--- src/rtl/debounce_pkg.sv ---
// Shared types and defaults for the round-robin button debouncer.
package debounce_pkg;

  typedef enum logic {
    SCAN  = 1'b0,
    COUNT = 1'b1
  } state_t;

  localparam int DEFAULT_DELAY = 100000;

endpackage

--- src/rtl/debounce_scheduler_btn_sync.sv ---
// Two-flop synchronizer that brings one raw button pin into the clk domain.
module btn_sync (
  input  logic clk,
  input  logic reset,
  input  logic d,
  output logic q
);

  logic meta_reg;
  logic sync_reg;

  always_ff @(posedge clk) begin
    if (reset) begin
      meta_reg <= 1'b0;
      sync_reg <= 1'b0;
    end else begin
      meta_reg <= d;
      sync_reg <= meta_reg;
    end
  end

  assign q = sync_reg;

endmodule

--- src/rtl/debounce_scheduler.sv ---
// Round-robin debouncer: one shared settle counter is lent to whichever
// channel the scanner finds disagreeing with its clean level.
module debounce_scheduler
  import debounce_pkg::*;
#(
  parameter int N     = 4,
  parameter int DELAY = DEFAULT_DELAY,
  parameter int CW    = 17,
  parameter int IW    = $clog2(N)
) (
  input  logic          clk,
  input  logic          reset,
  input  logic [N-1:0]  b_noise,
  output logic [N-1:0]  b_clean,
  output logic [N-1:0]  press,
  // 'release' is a reserved word, hence the suffix.
  output logic [N-1:0]  release_pulse,
  output logic          busy,
  output logic [IW-1:0] owner
);

  logic [N-1:0]  s;
  state_t        state_reg,   state_next;
  logic [IW-1:0] ptr_reg,     ptr_next;
  logic [CW-1:0] count_reg,   count_next;
  logic [N-1:0]  b_clean_reg, b_clean_next;
  logic [N-1:0]  press_reg,   press_next;
  logic [N-1:0]  release_reg, release_next;
  logic [IW-1:0] ptr_inc;
  logic          mismatch;

  generate
    for (genvar gi = 0; gi < N; gi++) begin : g_sync
      btn_sync u_sync (
        .clk   (clk),
        .reset (reset),
        .d     (b_noise[gi]),
        .q     (s[gi])
      );
    end
  endgenerate

  always_ff @(posedge clk) begin
    if (reset) begin
      state_reg   <= SCAN;
      ptr_reg     <= '0;
      count_reg   <= '0;
      b_clean_reg <= '0;
      press_reg   <= '0;
      release_reg <= '0;
    end else begin
      state_reg   <= state_next;
      ptr_reg     <= ptr_next;
      count_reg   <= count_next;
      b_clean_reg <= b_clean_next;
      press_reg   <= press_next;
      release_reg <= release_next;
    end
  end

  // Explicit wrap so non-power-of-two channel counts stay in range.
  assign ptr_inc  = (ptr_reg == IW'(N - 1)) ? '0 : ptr_reg + IW'(1);
  assign mismatch = (s[ptr_reg] != b_clean_reg[ptr_reg]);

  always_comb begin
    state_next   = state_reg;
    ptr_next     = ptr_reg;
    count_next   = count_reg;
    b_clean_next = b_clean_reg;
    press_next   = '0;
    release_next = '0;
    case (state_reg)
      SCAN: begin
        if (mismatch) begin
          state_next = COUNT;
          count_next = '0;
        end else begin
          ptr_next = ptr_inc;
        end
      end
      COUNT: begin
        if (!mismatch) begin
          // Input bounced back to the clean level: give up the grant silently.
          state_next = SCAN;
          count_next = '0;
          ptr_next   = ptr_inc;
        end else if (count_reg == CW'(DELAY)) begin
          b_clean_next[ptr_reg] = s[ptr_reg];
          press_next[ptr_reg]   = s[ptr_reg];
          release_next[ptr_reg] = ~s[ptr_reg];
          state_next            = SCAN;
          count_next            = '0;
          ptr_next              = ptr_inc;
        end else begin
          count_next = count_reg + CW'(1);
        end
      end
      default: begin
        state_next = SCAN;
      end
    endcase
  end

  always_comb begin
    busy          = (state_reg == COUNT);
    owner         = ptr_reg;
    b_clean       = b_clean_reg;
    press         = press_reg;
    release_pulse = release_reg;
  end

endmodule

--- config.mk ---
export PLATFORM = sky130hd
export DESIGN_NAME = debounce_scheduler
export DESIGN_NICKNAME = d
export VERILOG_FILES = /design/src/rtl/debounce_pkg.sv /design/src/rtl/debounce_scheduler_btn_sync.sv /design/src/rtl/debounce_scheduler.sv
export SDC_FILE = /design/constraint.sdc
export NUM_CORES = 1
export LEC_CHECK = 0
export CORE_MARGIN = 1
export CORE_UTILIZATION = 24
export CTS_CLUSTER_DIAMETER = 40
export DETAILED_ROUTE_END_ITERATION = 7
export SLEW_MARGIN = 20
export SYNTH_ARGS = -nofsm -noshare
export SYNTH_HDL_FRONTEND = slang
export SYNTH_SLANG_ARGS = --single-unit
--- constraint.sdc ---
create_clock -name clk -period 6.79 [get_ports clk]
set_clock_uncertainty 0.05 [all_clocks]
set_input_delay 1.0185 -clock clk [delete_from_list [all_inputs] [get_ports clk]]
set_output_delay 1.0185 -clock clk [all_outputs]
set_load 0.02 [all_outputs]
; Word level (Yosys, flattened, before mapping)
; Cells that the tools add are included.
[word_totals]
regBits = 40
out_inout_bits = 15
[classes]
n_eq_ne = 6
muxes = 20
n_reduce_logical = 4
add_sub_neg = 2
magnitude_cmp = 2
bitwise_logic = 6
[ops]
columns = cell, count
row1 = two-way mux 17 bit, 3
row2 = one-hot mux 17 bit (2 select lines), 1
row3 = adder 17 x 1 -> 17 bit (second input constant), 1
row4 = == test 17 bit (second input constant), 1
row5 = bitwise AND 4 bit, 2
row6 = two-way mux 2 bit, 4
row7 = two-way mux 1 bit, 6
row8 = binary-select mux 1 bit (select 2 bit), 2
row9 = bitwise mux 4 bit, 1
row10 = inequality test 2 bit (second input constant), 2
row11 = NOT 1 bit, 4
row12 = one-hot mux 2 bit (2 select lines), 1
row13 = OR reduction 4 bit, 1
row14 = < comparator 2 x 3 -> 1 bit (second input constant), 1
row15 = inequality test 3 x 2 -> 1 bit (second input constant), 1
row16 = AND reduction 3 bit, 1
row17 = adder 2 x 1 -> 2 bit (second input constant), 1
row18 = demux 1 bit (select 2 bit), 1
row19 = == test 2 bit (second input constant), 1
row20 = >= comparator 2 x 1 -> 1 bit (second input constant), 1
row21 = one-hot mux 1 bit (2 select lines), 1
row22 = AND reduction 2 bit, 1
row23 = logical AND 1 bit, 1
row24 = inequality test 1 bit, 1

; Depth between registers and ports, before layout
; Gate-level depths: netlist of the first run.
[logic_depth]
word_depth = 5
depth_mapped = 8
ltp_nobuf = 7

; Hierarchy
; A second synthesis of the first run with hierarchy kept.
[hier_totals]
cells_unflattened = 194
hier_area_um2 = 1826.8
[modules_own_cells]
columns = mod, seq_area_each_um2, cells_per_inst, instances, area_per_inst_um2
row1 = debounce_scheduler, 640.6, 178, 1, 1616.6
row2 = btn_sync, 40.0, 4, 4, 52.6

; Least setup slack after synthesis of the first run
; Ideal clock, no wire load.
[synth_path]
path_kind = reg2reg
from = reg ptr_reg[0] (netlist: owner[0])
to = reg count_reg[11]
synth_period_minus_slack_ns = 2.150
stages_incl_launch_ff = 7
arrival_time_ns = 2.026
n_path_buf = 1
slack_ns = 4.640
required_ns = 6.666
setup_ns = 0.074
cell_sequence = dfxtp_1 > inv_1 > mux4_2 > nor4_2 > clkbuf_1 > a21oi_1 > a31oi_1
[synth_via]
elab_chain_cells = 5
word_cells_on_any_way = 8
[synth_rtl]
columns = item, line
row1 = "start, declared", debounce_scheduler.sv:24  ; logic [IW-1:0] ptr_reg, ptr_next;
row2 = "start signal, assigned", debounce_scheduler.sv:53  ; ptr_reg <= ptr_next;
row3 = binary-select mux 1 bit (select 2 bit), debounce_scheduler.sv:63  ; assign mismatch = (s[ptr_reg] != b_clean_reg[ptr_reg]);
row4 = two-way mux 1 bit (implied by the code), debounce_scheduler.sv:63
row5 = inequality test 1 bit (*), debounce_scheduler.sv:63
row6 = two-way mux 17 bit, debounce_scheduler.sv:82  ; if (!mismatch) begin
row7 = one-hot mux 17 bit (2 select lines), debounce_scheduler.sv:72  ; case (state_reg)
row8 = "end signal, assigned", debounce_scheduler.sv:54  ; count_reg <= count_next;
row9 = "end, declared", debounce_scheduler.sv:25  ; logic [CW-1:0] count_reg, count_next;
; Mark *: on every way between the ends. The rest lies on a longest branch, timed or not. The select of a mux whose other input is x is not followed.
; A chain may end at the register's enable or synchronous reset.

==> run_results.csv, run 1 <==
group,metric,value,unit
logic_synthesis,synth.yosys.seq_area_share,44.8,%
clocking,root_buffer,"sky130_fd_sc_hd__clkbuf_8",
route,detailedRoute.firstIterationViolations,99,
clocking,clkSlewWorstSetupHoldPaths,0.07,ns
run,drv_cap,0,
logic_synthesis,synth-xor-area-share,3.92,%
logic_synthesis,synthCells,190,
setup_path,timing.critical_path.slowest_cell_delay,0.77,ns
placed_design,place_inst,303,
setup_path,arrival_time_of_the_worst_setup_path,2.75,ns
layout,largest_reg_flops,17,
logic_synthesis,synthSimpleGateAreaFrac,27.0,%
placed_design,dpl_worst_slack,3.87,ns
timing,final_critical_path_setup_slack,4.20,ns
global_route,grt_pass1_wl,5840,um
clocking,post-cts-setup-buffers,0,
floorplan,initial_utilization,24.7,%
floorplan,core_area,7210,um2
global_route,grt.met2_usage,13.8,%
floorplan,row_count,31,
status,outcome,"finished, final reports clean",
setup_path,endpoint_type_of_the_worst_setup_path,"flop",
timing,tightest_slew,0.829,ns
floorplan,i_o_pins,21,
logic_synthesis,postSynth.asyncResetShare,0,%
logic_synthesis,edff_count_synth,0,
logic_synthesis,synth_flop_cell,"sky130_fd_sc_hd__dfxtp_1",
global_route,busiest_layer,"met2",
global_route,overflow,0,
timing,rsz_0062_raised_after_global_routing,"no",
placed_design,dp.final_hpwl,2360,um
layout,layoutNonFillerInstCount,310,
timing,fmax,387,MHz
clocking,clk_path_buf_depth,2,
layout,final_common_cell,"sky130_fd_sc_hd__dfxtp_1",
global_route,grt_antenna_before_repair,0,
route,wl_per_cell,10.7,um
global_route,track_usage,9.76,%
floorplan,die_w,88.3,um
clocking,holdBufCountCts,0,
logic_synthesis,dominant_combinational_cell_family_by_area_after_synthesis,"simple AND/OR/NAND/NOR gates",
layout,num-nets-final,223,
setup_path,cp_data_required_time,6.96,ns
layout,share_of_post_route_cells_with_drive_strength_above_1,7.11,%
logic_synthesis,synthesis.area,1790,um2
clocking,cts_inserted_buffers,5,
logic_synthesis,avgSynthCellArea,9.40,um2
setup_path,setup.worst_path.class,"in2reg",
route,postRouteAntennaNets,0,
route,remaining_drc_errors,0,
global_route,global_route.usage.met3,2.89,%
clocking,cts.sink_count,40,
layout,antenna_cells_inserted,0,
global_route,first_global_vias,1275,
timing,timing.hold.ws,0.394,ns
logic_synthesis,synth_nets,202,
pwr,p_per_area,236,nW/um2
placed_design,globalplace.congestion,0.829,
layout,most-common-layout-cells,"sky130_fd_sc_hd__dfxtp_1, sky130_fd_sc_hd__clkdlybuf4s50_1, sky130_fd_sc_hd__nand2_1",
route,drt_pass1_iterations,4,
timing,final.min_clock_period,2.59,ns
setup_path,cp_max_stage_cell,"sky130_fd_sc_hd__clkdlybuf4s50_1",
logic_synthesis,multiplexer_area_fraction_after_synthesis,5.89,%
global_route,globalRouteMet1Util,13.1,%
layout,flow.area_growth_from_synthesis,24.2,%
timing,final.setup.tns,0,ns
global_route,grt_max_degree,24,
setup_path,start_kind,"primary input",
logic_synthesis,synth_compound_gate_area_share,11.0,%
pwr,maximum_vdd_drop,0.0000740,V
worst_hold_path,min_path_type,"reg2reg",
clocking,post_cts.resized_instances,0,
logic_synthesis,synth-adder-area-share,4.20,%
clocking,cts_max_level,2,
clocking,cts_tree,"yes",
logic_synthesis,yosys_register_bits,40,
route,routed_via_density,4.38,
timing,finalMaxSlewViolations,0,
timing,worst_slew_margin_rel,44.2,%
timing,hold_viol_final,0,
route,total_vias_in_the_final_route,1358,
timing,period_share,38.1,%
clocking,clk_latency,0.29,ns
floorplan,die-height,88.3,um
logic_synthesis,yosysUniqueCellTypes,40,
setup_path,path_cells,"clkdlybuf4s50_1, nor4_2, buf_4, a41oi_1, a31oi_1",
floorplan,floorplan.die_area,7790,um2
setup_path,r2r_slack,4.40,ns
route,totalWireLength,3330,um
pwr,leakage,0.750,nW
timing,final-setup-viol-count,0,
setup_path,crit_fanout,23,
logic_synthesis,ys_warn_count,0,
placed_design,place.port_buffers,20,
-- path summary, 6_finish.rpt --
check / start / end / cells after the start
setup / recovery: reset / count_reg[15] / 5
hold / removal: g_sync[0].u_sync.meta_reg / g_sync[0].u_sync.q / 1
setup reg to reg: count_reg[0] / count_reg[4] / 8
hold reg to reg: g_sync[0].u_sync.meta_reg / g_sync[0].u_sync.q / 1
-- metal layers --
layer / vias up / wire length [um]
met3: 2 / 144
met2: 32 / 1400
met4: 0 / 55
met5: - / 0
li1: 714 / -
met1: 610 / 1730
-- worst max-delay path, delay by kind of cell --
kind                   cells  cell delay, ns
AO/OA/AOI/OAI              2            0.30
AND/OR/NAND/NOR            1            0.38
buffers and inverters      2            1.05
-- Yosys cell counts, types with 3 or more instances --
library cell / n / area share [%]
sky130_fd_sc_hd__clkbuf_1: 4 / 0.84
sky130_fd_sc_hd__dfxtp_1: 40 / 45
sky130_fd_sc_hd__xnor2_1: 6 / 2.9
sky130_fd_sc_hd__o21ai_0: 4 / 1.1
sky130_fd_sc_hd__nand4_1: 3 / 1.1
sky130_fd_sc_hd__nand2_1: 19 / 4.0
sky130_fd_sc_hd__nor2_1: 8 / 1.7
sky130_fd_sc_hd__inv_1: 7 / 1.5
sky130_fd_sc_hd__and2_1: 8 / 2.8
sky130_fd_sc_hd__nor2b_1: 9 / 3.2
sky130_fd_sc_hd__a21oi_1: 7 / 2.0
sky130_fd_sc_hd__a41oi_1: 4 / 2.0
sky130_fd_sc_hd__nand3_1: 12 / 3.4
sky130_fd_sc_hd__ha_1: 6 / 4.2
sky130_fd_sc_hd__nand2b_1: 7 / 2.5
sky130_fd_sc_hd__a31oi_1: 10 / 3.5
sky130_fd_sc_hd__mux2i_1: 6 / 3.4
-- power by group --
part / switching (mW) / internal, mW / total (mW)
Combinational: 0.0283 / 0.0238 / 0.0520
Sequential: 0.00722 / 0.240 / 0.247
Clock: 0.0797 / 0.145 / 0.224
-- cell type report --
class	count	area [um2]
well taps	99	124
clock inverters	2	60.1
clock buffers	5	68.8
fillers	785	5000
multi-input cells	136	930
flip-flops and latches	40	801
repair buffers	21	208
inverters	7	26.3
-- logic make-up after synthesis --
| kind of cell | after synthesis |
|---|---|
| multiplexers | 8 |
| buffers and inverters | 14 |
| adder cells (fa/ha/maj) | 6 |
| AND/OR/NAND/NOR | 83 |
| AO/OA/AOI/OAI | 31 |
| XOR/XNOR | 8 |
| flip-flops | 40 |
-- stage by stage --
stage | area (um2) | utilization, % | total power, mW
2_1_floorplan | 1790 | - | 0.286
3_3_place_gp | 2090 | 28.9 | 0.304
3_5_place_dp | 2090 | 28.9 | 0.305
4_1_cts | 2220 | 30.7 | 0.530
5_1_grt | 2220 | 30.7 | 0.546
6_report | 2220 | 30.7 | 0.524
Note: power is estimated with default switching activity, not from simulation.
==> run 2, diff against run 1 <==
==> constraint.sdc (replaced) <==
create_clock -name clk -period 2.3 [get_ports clk]
set_clock_uncertainty 0.05 [all_clocks]
set_input_delay 0.345 -clock clk [delete_from_list [all_inputs] [get_ports clk]]
set_output_delay 0.345 -clock clk [all_outputs]
set_load 0.02 [all_outputs]
==> run 2 against run 1 <==
- first-iteration DRC count decreased by 10%
- via count is 3.9% higher
- global-route usage shrank 0.12 points
- count of clock-buffer cells in the layout did not move
- combinational power grew to 3.2 times the previous value
- largest cell class unchanged
==> run_results.csv, run 2 (synthesis results as in run 1) <==
group,metric,value,unit
status,outcome,"finished, final reports clean",
timing,worst_slew_margin_rel,71.4,%
clocking,cts_max_level,2,
layout,layoutNonFillerInstCount,317,
clocking,cts.sink_count,40,
timing,final.setup.tns,0,ns
layout,share_of_post_route_cells_with_drive_strength_above_1,11.0,%
floorplan,floorplan.die_area,7790,um2
timing,fmax,468,MHz
floorplan,row_count,31,
timing,period_share,92.9,%
timing,final-setup-viol-count,0,
global_route,grt.met2_usage,13.9,%
setup_path,start_kind,"flop",
global_route,overflow,0,
clocking,post-cts-setup-buffers,0,
route,routed_via_density,4.45,
timing,final.min_clock_period,2.14,ns
global_route,grt_pass1_wl,5690,um
global_route,busiest_layer,"met2",
route,detailedRoute.firstIterationViolations,89,
layout,antenna_cells_inserted,0,
setup_path,arrival_time_of_the_worst_setup_path,2.25,ns
route,total_vias_in_the_final_route,1411,
run,drv_cap,0,
global_route,global_route.usage.met3,2.99,%
floorplan,core_area,7210,um2
setup_path,crit_fanout,22,
pwr,leakage,0.775,nW
floorplan,i_o_pins,21,
floorplan,die_w,88.3,um
clocking,root_buffer,"sky130_fd_sc_hd__clkbuf_8",
placed_design,globalplace.congestion,0.739,
global_route,grt_antenna_before_repair,0,
timing,rsz_0062_raised_after_global_routing,"no",
clocking,clk_latency,0.30,ns
layout,final_common_cell,"sky130_fd_sc_hd__dfxtp_1",
layout,most-common-layout-cells,"sky130_fd_sc_hd__dfxtp_1, sky130_fd_sc_hd__clkdlybuf4s50_1, sky130_fd_sc_hd__nand2_1",
clocking,clk_path_buf_depth,2,
setup_path,rr_worst_depth,8,
timing,hold_viol_final,0,
clocking,clkSlewWorstSetupHoldPaths,0.08,ns
placed_design,dp.final_hpwl,2500,um
layout,largest_reg_flops,17,
clocking,cts_inserted_buffers,5,
route,totalWireLength,3410,um
route,postRouteAntennaNets,0,
worst_hold_path,min_path_type,"reg2reg",
setup_path,endpoint_type_of_the_worst_setup_path,"flop",
route,drt_pass1_iterations,4,
placed_design,place.port_buffers,20,
global_route,first_global_vias,1230,
floorplan,initial_utilization,24.7,%
global_route,track_usage,9.64,%
floorplan,die-height,88.3,um
route,wl_per_cell,10.7,um
global_route,grt_max_degree,23,
clocking,cts_tree,"yes",
timing,tightest_slew,0.427,ns
setup_path,cp_data_required_time,2.42,ns
layout,flow.area_growth_from_synthesis,26.5,%
clocking,holdBufCountCts,0,
layout,num-nets-final,229,
placed_design,place_inst,309,
pwr,maximum_vdd_drop,0.000222,V
worst_hold_path,min_path_cells,1,
pwr,p_per_area,652,nW/um2
setup_path,setup.worst_path.class,"reg2reg",
layout,n_fill_cell,783,
route,remaining_drc_errors,0,
global_route,globalRouteMet1Util,12.6,%
timing,finalMaxSlewViolations,0,
==> run 2: cell count changes in the layout (fill, tap and decap cells not counted), sizes merged <==
cell	previous run	this run
bufinv	2	1
buf	1	7
clkinv	0	2
==> run 2: path summary, 6_finish.rpt <==
kind                                                start                  to  slack [ns]
worst max-delay path                         count_reg[1]       count_reg[10]        0.16
worst min-delay path            g_sync[0].u_sync.meta_reg  g_sync[0].u_sync.q        0.39
worst max register to register               count_reg[1]       count_reg[10]        0.16
worst min register to register  g_sync[0].u_sync.meta_reg  g_sync[0].u_sync.q        0.39
==> run 2: repair_timing <==
| action | in CTS | in global routing |
|---|---|---|
| setup endpoints to repair | 0 | 1 |
| hold endpoints to repair | 0 | 0 |
| gates resized for setup | 0 | 3 |
==> run 2: final cells by class <==
| class | count | area (um2) | area share [%] |
|---|---|---|---|
| clock inverter | 3 | 47.5 | 2.11 |
| clock buffer | 5 | 68.8 | 3.05 |
| sequential | 40 | 802 | 35.5 |
| tap | 99 | 124 | 5.48 |
| timing repair buffer | 27 | 256 | 11.4 |
| multi-input combinational | 136 | 933 | 41.3 |
| inverter | 7 | 26.3 | 1.16 |
==> run 2: metal layers <==
metal  up-vias  routed length [um]  part of all wire (%)
li1        725                   -                     -
met1       644                1700                    50
met2        35                1450                    43
met3         7                 170                   5.0
met4         0                  83                   2.4
met5         -                   0                     0
==> run 2: worst max-delay path, cell delays in order (launching register included) <==
cell,delay (ns)
sky130_fd_sc_hd__dfxtp_1,0.36
sky130_fd_sc_hd__inv_1,0.09
sky130_fd_sc_hd__ha_1,0.14
sky130_fd_sc_hd__or4b_4,0.48
sky130_fd_sc_hd__nor4_4,0.37
sky130_fd_sc_hd__nor4_2,0.08
sky130_fd_sc_hd__buf_6,0.17
sky130_fd_sc_hd__a41oi_1,0.21
sky130_fd_sc_hd__a31oi_1,0.05
==> run 2: where the power goes <==
group	internal, mW	switching [mW]	total [mW]
clock	0.327	0.256	0.583
sequential	0.709	0.0144	0.723
combinational	0.0768	0.0887	0.165
==> run 2: through the flow <==
stage / power [mW] / instance area (um2) / hold WS (ns) / utilization (%) / worst slack, ns
final: 1.47 / 2260 / 0.389 / 31.3 / 0.162
after global routing: 1.55 / 2260 / 0.415 / 31.3 / 0.0205
after CTS: 1.50 / 2250 / 0.394 / 31.2 / 0.163
after detailed placement: 0.907 / 2130 / 0.373 / 29.6 / 0.176
after global placement: 0.906 / 2130 / 0.373 / 29.6 / 0.246
after floorplan: 0.844 / 1790 / 0.364 / - / 0.150
